### config.mk
export PLATFORM = sky130hd
export DESIGN_NAME = slice_rmw_unit_flat
export DESIGN_NICKNAME = d
export VERILOG_FILES = /design/src/rtl/slice_rmw_unit_if.sv /design/src/rtl/slice_rmw_unit.sv /design/src/flat_wrapper.sv
export SDC_FILE = /design/constraint.sdc
export NUM_CORES = 2
export LEC_CHECK = 0
export BUFFER_PORTS_ARGS = -buffer_cell sky130_fd_sc_hd__buf_4
export CAP_MARGIN = 20
export CORE_UTILIZATION = 35
export CTS_BUF_LIST = sky130_fd_sc_hd__clkbuf_4 sky130_fd_sc_hd__clkbuf_8
export CTS_CLUSTER_DIAMETER = 60
export DETAILED_ROUTE_END_ITERATION = 6
export PLACE_DENSITY = 0.59
export SYNTH_ARGS = -nofsm -noshare
export SYNTH_HDL_FRONTEND = slang
export SYNTH_SLANG_ARGS = --single-unit
### constraint.sdc
create_clock -name clk -period 33.5 [get_ports clk]
set_input_delay 0 -clock clk [delete_from_list [all_inputs] [get_ports clk]]
set_output_delay 0 -clock clk [all_outputs]
set_load 0.1 [all_outputs]
### src/rtl/slice_rmw_unit_if.sv
// Command/response handshake bundle for slice_rmw_unit.
// The master issues commands and accepts responses; the slave executes them.
interface slice_rmw_unit_if #(
  parameter int DW = 32,
  parameter int AW = 4,
  parameter int LW = 5
);
  logic          cmd_valid;
  logic          cmd_ready;
  logic [3:0]    cmd_op;
  logic [AW-1:0] cmd_addr;
  logic [LW-1:0] cmd_lsb;
  logic [LW:0]   cmd_width;
  logic [DW-1:0] cmd_data;
  logic          cmd_ret_old;
  logic          resp_valid;
  logic          resp_ready;
  logic [DW-1:0] resp_data;
  logic          resp_err;

  modport master (
    output cmd_valid, cmd_op, cmd_addr, cmd_lsb, cmd_width, cmd_data, cmd_ret_old,
    output resp_ready,
    input  cmd_ready, resp_valid, resp_data, resp_err
  );

  modport slave (
    input  cmd_valid, cmd_op, cmd_addr, cmd_lsb, cmd_width, cmd_data, cmd_ret_old,
    input  resp_ready,
    output cmd_ready, resp_valid, resp_data, resp_err
  );
endinterface

### src/rtl/slice_rmw_unit.sv
// Read-modify-write engine applying compound/increment assignments to a bit
// slice of a register-file entry, one operation in flight at a time.
module slice_rmw_unit #(
  parameter int DW = 32,
  parameter int AW = 4,
  parameter int LW = 5
) (
  input  logic                clk,
  input  logic                rst,
  slice_rmw_unit_if.slave     bus,
  input  logic [AW-1:0]       rd_addr,
  output logic [DW-1:0]       rd_data
);

  localparam int WW = LW + 2;
  localparam int NE = 1 << AW;

  localparam logic [3:0] OP_ASSIGN = 4'd0;
  localparam logic [3:0] OP_ADD    = 4'd1;
  localparam logic [3:0] OP_SUB    = 4'd2;
  localparam logic [3:0] OP_MUL    = 4'd3;
  localparam logic [3:0] OP_AND    = 4'd4;
  localparam logic [3:0] OP_OR     = 4'd5;
  localparam logic [3:0] OP_XOR    = 4'd6;
  localparam logic [3:0] OP_SHL    = 4'd7;
  localparam logic [3:0] OP_SHR    = 4'd8;
  localparam logic [3:0] OP_ASHL   = 4'd9;
  localparam logic [3:0] OP_ASHR   = 4'd10;
  localparam logic [3:0] OP_INC    = 4'd11;
  localparam logic [3:0] OP_DEC    = 4'd12;

  typedef enum logic [1:0] {ST_IDLE, ST_EXEC, ST_RESP} state_t;

  state_t        state_q, state_d;
  logic [3:0]    op_q, op_d;
  logic [AW-1:0] addr_q, addr_d;
  logic [LW-1:0] lsb_q, lsb_d;
  logic [LW:0]   width_q, width_d;
  logic [DW-1:0] data_q, data_d;
  logic          ret_old_q, ret_old_d;
  logic [DW-1:0] resp_data_q, resp_data_d;
  logic          resp_err_q, resp_err_d;
  logic [DW-1:0] mem_q [NE];
  logic [DW-1:0] entry_d;

  logic          latch_en, exec_en, wr_en;
  logic [WW-1:0] slice_w, span, shamt;
  logic          err, over, sign;
  logic [DW-1:0] mask, entry, old_val, opnd, result, new_val;

  always_ff @(posedge clk) begin
    if (rst) state_q <= ST_IDLE;
    else     state_q <= state_d;
  end

  always_comb begin
    state_d = state_q;
    case (state_q)
      ST_IDLE: if (bus.cmd_valid) state_d = ST_EXEC;
      ST_EXEC: state_d = ST_RESP;
      ST_RESP: if (bus.resp_ready) state_d = ST_IDLE;
      default: state_d = ST_IDLE;
    endcase
  end

  always_comb begin
    bus.cmd_ready  = (state_q == ST_IDLE) && !rst;
    bus.resp_valid = (state_q == ST_RESP);
    latch_en       = bus.cmd_valid && bus.cmd_ready;
    exec_en        = (state_q == ST_EXEC);
    wr_en          = exec_en && !err;
  end

  // Slice geometry: width 0 means a full-entry slice; the mask marks the W low bits.
  always_comb begin
    slice_w = (width_q == '0) ? WW'(DW) : {1'b0, width_q};
    span    = {2'b00, lsb_q} + slice_w;
    err     = (op_q > OP_DEC) || ({1'b0, width_q} > WW'(DW)) || (span > WW'(DW));
    mask    = (slice_w >= WW'(DW)) ? '1 : ~({DW{1'b1}} << slice_w);
    entry   = mem_q[addr_q];
    old_val = (entry >> lsb_q) & mask;
    opnd    = data_q & mask;
    shamt   = {1'b0, data_q[LW:0]};
    over    = (shamt >= slice_w);
    sign    = |(old_val & mask & ~(mask >> 1));
  end

  // All results are reduced modulo 2**W by the final mask.
  always_comb begin
    result = '0;
    case (op_q)
      OP_ASSIGN: result = opnd;
      OP_ADD:    result = old_val + opnd;
      OP_SUB:    result = old_val - opnd;
      OP_MUL:    result = old_val * opnd;
      OP_AND:    result = old_val & opnd;
      OP_OR:     result = old_val | opnd;
      OP_XOR:    result = old_val ^ opnd;
      OP_SHL,
      OP_ASHL:   result = over ? '0 : (old_val << shamt);
      OP_SHR:    result = over ? '0 : (old_val >> shamt);
      OP_ASHR: begin
        if (over) result = sign ? mask : '0;
        else      result = (old_val >> shamt) | (sign ? (mask & ~(mask >> shamt)) : '0);
      end
      OP_INC:    result = old_val + 1'b1;
      OP_DEC:    result = old_val - 1'b1;
      default:   result = '0;
    endcase
    new_val = result & mask;
    entry_d = (entry & ~(mask << lsb_q)) | (new_val << lsb_q);
  end

  always_comb begin
    op_d        = op_q;
    addr_d      = addr_q;
    lsb_d       = lsb_q;
    width_d     = width_q;
    data_d      = data_q;
    ret_old_d   = ret_old_q;
    resp_data_d = resp_data_q;
    resp_err_d  = resp_err_q;
    if (latch_en) begin
      op_d      = bus.cmd_op;
      addr_d    = bus.cmd_addr;
      lsb_d     = bus.cmd_lsb;
      width_d   = bus.cmd_width;
      data_d    = bus.cmd_data;
      ret_old_d = bus.cmd_ret_old;
    end
    if (exec_en) begin
      resp_err_d  = err;
      resp_data_d = err ? '0 : (ret_old_q ? old_val : new_val);
    end
  end

  always_ff @(posedge clk) begin
    if (rst) begin
      op_q        <= '0;
      addr_q      <= '0;
      lsb_q       <= '0;
      width_q     <= '0;
      data_q      <= '0;
      ret_old_q   <= 1'b0;
      resp_data_q <= '0;
      resp_err_q  <= 1'b0;
    end else begin
      op_q        <= op_d;
      addr_q      <= addr_d;
      lsb_q       <= lsb_d;
      width_q     <= width_d;
      data_q      <= data_d;
      ret_old_q   <= ret_old_d;
      resp_data_q <= resp_data_d;
      resp_err_q  <= resp_err_d;
    end
  end

  // Reset clears the whole file, which also cancels a write due in the same cycle.
  always_ff @(posedge clk) begin
    if (rst) begin
      for (int i = 0; i < NE; i++) mem_q[i] <= '0;
    end else if (wr_en) begin
      mem_q[addr_q] <= entry_d;
    end
  end

  assign bus.resp_data = resp_data_q;
  assign bus.resp_err  = resp_err_q;
  assign rd_data       = mem_q[rd_addr];

endmodule

### src/flat_wrapper.sv
// flat-port wrapper written by rule: the top's interface ports become plain ports
module slice_rmw_unit_flat 
#(
  parameter int DW = 32,
  parameter int AW = 4,
  parameter int LW = 5
)
  (clk, rst, rd_addr, rd_data, bus_cmd_valid, bus_cmd_op, bus_cmd_addr, bus_cmd_lsb, bus_cmd_width, bus_cmd_data, bus_cmd_ret_old, bus_resp_ready, bus_cmd_ready, bus_resp_valid, bus_resp_data, bus_resp_err);
  slice_rmw_unit_if #(.DW(DW), .AW(AW), .LW(LW)) bus_i ();
  input  logic clk;
  input  logic rst;
  input  logic [AW-1:0] rd_addr;
  output logic [DW-1:0] rd_data;
  input wire logic [$bits(bus_i.cmd_valid)-1:0] bus_cmd_valid;
  input wire logic [$bits(bus_i.cmd_op)-1:0] bus_cmd_op;
  input wire logic [$bits(bus_i.cmd_addr)-1:0] bus_cmd_addr;
  input wire logic [$bits(bus_i.cmd_lsb)-1:0] bus_cmd_lsb;
  input wire logic [$bits(bus_i.cmd_width)-1:0] bus_cmd_width;
  input wire logic [$bits(bus_i.cmd_data)-1:0] bus_cmd_data;
  input wire logic [$bits(bus_i.cmd_ret_old)-1:0] bus_cmd_ret_old;
  input wire logic [$bits(bus_i.resp_ready)-1:0] bus_resp_ready;
  output wire logic [$bits(bus_i.cmd_ready)-1:0] bus_cmd_ready;
  output wire logic [$bits(bus_i.resp_valid)-1:0] bus_resp_valid;
  output wire logic [$bits(bus_i.resp_data)-1:0] bus_resp_data;
  output wire logic [$bits(bus_i.resp_err)-1:0] bus_resp_err;
  assign bus_i.cmd_valid = bus_cmd_valid;
  assign bus_i.cmd_op = bus_cmd_op;
  assign bus_i.cmd_addr = bus_cmd_addr;
  assign bus_i.cmd_lsb = bus_cmd_lsb;
  assign bus_i.cmd_width = bus_cmd_width;
  assign bus_i.cmd_data = bus_cmd_data;
  assign bus_i.cmd_ret_old = bus_cmd_ret_old;
  assign bus_i.resp_ready = bus_resp_ready;
  assign bus_cmd_ready = bus_i.cmd_ready;
  assign bus_resp_valid = bus_i.resp_valid;
  assign bus_resp_data = bus_i.resp_data;
  assign bus_resp_err = bus_i.resp_err;
  slice_rmw_unit #(.DW(DW), .AW(AW), .LW(LW)) u_core (.clk(clk), .rst(rst), .bus(bus_i), .rd_addr(rd_addr), .rd_data(rd_data));
endmodule
==> metrics.md <==
| Metric | Value |
|---|---|
| Status | complete, but fails checks |
| Failing checks | design-rule violations, max-slew violations |
| Adder-Cell Fraction of Synth Area | 0.1701 |
| Setup TNS | 0 ns |
| Post-DP HPWL | 305900 µm |
| Final Hold Fails | 0 |
| Drt initial violations | 8940 |
| Simple-gate share of the synthesized area | 0.1797 |
| Synth-to-Final Area Change | 13.01% |
| Clock slew at reported path FFs | 0.06 ns |
| GRT overflow | 0 |
| Top post-synthesis cells by area | edfxtp_1, fa_1, mux4_2, nor2_1, ha_1 |
| Critical Path Sink Type | flop |
| Compound-Gate Fraction of Synth Area | 0.1770 |
| Routed WL per cell | 41.25 µm |
| Vias | 67110 |
| CP Launch Type | flop |
| Root Driver | clkbuf_8 |
| Vias per std cell | 6.670 |
| Area share of the largest cell type after synthesis | 0.2358 |
| Slew @ Worst Pin | 1.516 ns |
| CTS tree | yes |
| Post-layout min period | 17.51 ns |
| VDD IR max | 0.04550 mV |
| Final setup viols | 0 |
| EDFF count, synth | 512 |
| Commonest non-fill, non-tap cell in the layout | nor2_1 |
| Crit path largest cell delay | 0.95 ns |
| Core Rows | 158 |
| Fillers | 18680 |
| Die span in y | 433.7 µm |
| Max-cap viol count | 0 |
| Post-DP Area | 70040 µm² |
| Crit path DAT | 18.05 ns |
| Layout net count | 8185 |
| Routability cong. | 1.096 |
| TritonCTS buffer count | 97 |
| Ys Warns | 0 |
| Ys async rst share | 0 |
| Clock Skews | 0.1087 ns |
| Largest net degree at the start of global routing | 82 |
| Total power | 3.412 mW |
| Mapped Nets | 8010 |
| Pwr per Cell Area | 46.30 nW/µm² |
| Mux cell area share after synthesis | 0.1210 |
| Vias in the first global route | 65610 |
| Top_reg_cell synth | edfxtp_1 |
| Final period util | 0.5227 |
| DRC errors left | 3 |
| Leak pwr | 27.86 nW |
| Synthesized netlist cell count | 7310 |
| ANT nets after route | 0 |
| Port bufs | 126 |
| CP Class | reg2reg |
| Synth Area per Inst | 8.921 µm² |
| Gr busiest metal | met2 |
| Clk sink count | 603 |
| GR Util met1 | 0.4995 |
| Number of H-tree levels | 3 |
| Crit-path max FO | 54 |
| GR Util met2 | 0.6709 |
| Boundary Pins | 127 |
| Seq/Total Area, Yosys | 0.2637 |
| Register bit total from synthesis | 603 |
| Post-layout instance area | 73700 µm² |
| Layout cells sized above 1 | 0.1476 |
| Gr usage total | 0.4317 |
| Most frequent cells in the layout | nor2_1, nand2_1, inv_1 |
| Rel. slew slack | -0.01093 |
| Final Max Slew Viols | 1 |
| Maximum clock rate | 57.11 MHz |
| Pre-Repair DR Iteration Count | 7 |
| Die Span X | 433.7 µm |
| Worst hold margin | 0.04686 ns |
| Max clock buf depth | 3 |
| RSZ-0062 raised after global routing | no |
| Critical Path Slowest Stage Cell | nor3_2 |
| Post-synthesis cell type count | 123 |
| Required @ worst endpoint | 34.04 ns |
| Final WL | 415000 µm |
| Most used cell, CP | fa_1 |
| Synth Area in XOR/XNOR | 0.01815 |
| Min-Delay Path Class | in2reg |
| Initial Util | 0.3521 |
| Mapped Area | 65220 µm² |
| Resize count post-CTS | 0 |
| Largest family of logic cells by synthesized area | simple AND/OR/NAND/NOR gates |
| Area leader, netlist | edfxtp_1 |
| Initial antenna violation count | 23 |
| First-pass GRT wire length | 557200 µm |
| Worst skew pair latency | 0.92 ns |
| DIE AREA | 188100 µm² |
| GR Util met3 | 0.1008 |
| Core area | 185200 µm² |
-- Yosys cell counts (33+ instances only) --
cell / instances
a211oi_1: 74
a21oi_1: 339
a221oi_1: 69
a22oi_1: 137
a31oi_1: 72
and2_1: 33
buf_1: 85
buf_2: 46
clkbuf_1: 394
dfxtp_1: 91
edfxtp_1: 512
fa_1: 410
ha_1: 230
inv_1: 527
mux2_2: 35
mux2i_1: 270
mux4_2: 212
nand2_1: 765
nand2b_1: 54
nand3_1: 196
nand4_1: 60
nor2_1: 1014
nor2b_1: 165
nor3_1: 116
nor4_1: 49
o211ai_1: 80
o21ai_0: 312
o221ai_1: 61
o22ai_1: 114
o31ai_1: 38
xnor2_1: 110
-- power by group --
part	leakage, nW	switching, mW	internal (mW)	total [mW]
Combinational	20.8	1.35	0.517	1.86
Clock	1.05	0.337	0.346	0.683
Sequential	6.03	0.0243	0.840	0.864
-- layout make-up --
class,instances,area (µm²),area share
multi-input cells,5569,43870,0.5953
repair buffers,645,5290,0.07178
inverters,569,2140,0.02903
clock inverters,56,449.2,0.006095
clock buffers,125,1577,0.02139
well taps,2480,3103,0.04210
diodes,15,37.54,0.0005093
flip-flops and latches,603,17230,0.2338
-- flip-flops by register name, summed over array words and instances (netlist names), named ones only --
signal                cells
u_core.mem_q            512
u_core.op_q               4
u_core.ret_old_q          1
u_core.bus.resp_data     32
u_core.addr_q             4
u_core.lsb_q              5
u_core.bus.resp_err       1
u_core.width_q            6
u_core.data_q            32
u_core.state_q            2
-- layer usage --
metal / wire length (µm) / vias up / part of all wire
met5: 51 / - / 0.00012
met2: 183800 / 5007 / 0.44
met3: 39630 / 1518 / 0.095
li1: - / 26790 / -
met4: 43780 / 8 / 0.11
met1: 147800 / 33790 / 0.36
-- final timing paths --
check                                                          start                                    to  slack [ns]  cells past startpoint
worst min register to register  u_core.bus.resp_data[4]$_SDFFE_PP0N_  u_core.bus.resp_data[4]$_SDFFE_PP0N_        0.45                      2
worst max register to register                                  flop     u_core.mem_q[0][29]$_SDFFCE_PN0P_       15.99                     41
worst max-delay path                                            flop     u_core.mem_q[0][29]$_SDFFCE_PN0P_       15.99                     41
worst min-delay path                                  bus_cmd_lsb[2]          u_core.lsb_q[2]$_SDFFE_PP0P_        0.05                      4
-- worst max-delay path: cells and delay by family (launching register included) --
kind | cells | cell delay [ns]
AOI/OAI and AO/OA | 14 | 4.60
adders and majority gates | 9 | 4.39
buffers and inverters | 9 | 3.25
DFF | 1 | 0.86
muxes | 1 | 0.41
and+or+nand+nor | 8 | 3.41
-- stage by stage --
stage / setup slack, ns / instances / utilization
6_report: 15.99 / 10060 / 0.3979
2_1_floorplan: 22.80 / 7310 / -
3_5_place_dp: 16.79 / 9707 / 0.3781
3_3_place_gp: 16.98 / 9697 / 0.3776
5_1_grt: 15.80 / 10050 / 0.3977
4_1_cts: 16.77 / 10040 / 0.3970
-- kinds of logic (layout without fill, tap and decap cells) --
| logic type | count (synthesis) | count (layout) |
|---|---|---|
| AO/OA/AOI/OAI | 1678 | 1678 |
| XOR/XNOR | 132 | 132 |
| adder cells (fa/ha/maj) | 641 | 641 |
| buffers and inverters | 1138 | 1395 |
| flip-flops | 603 | 603 |
| multiplexers | 518 | 518 |
| other | 0 | 15 |
| AND/OR/NAND/NOR | 2600 | 2600 |
-- timing repair --
action	CTS	global route
hold buffers	147	0
endpoints found under the setup margin	0	0
endpoints found under the hold margin	90	0
buffers inserted	0	0
Note: power is estimated with default switching activity, not from simulation.
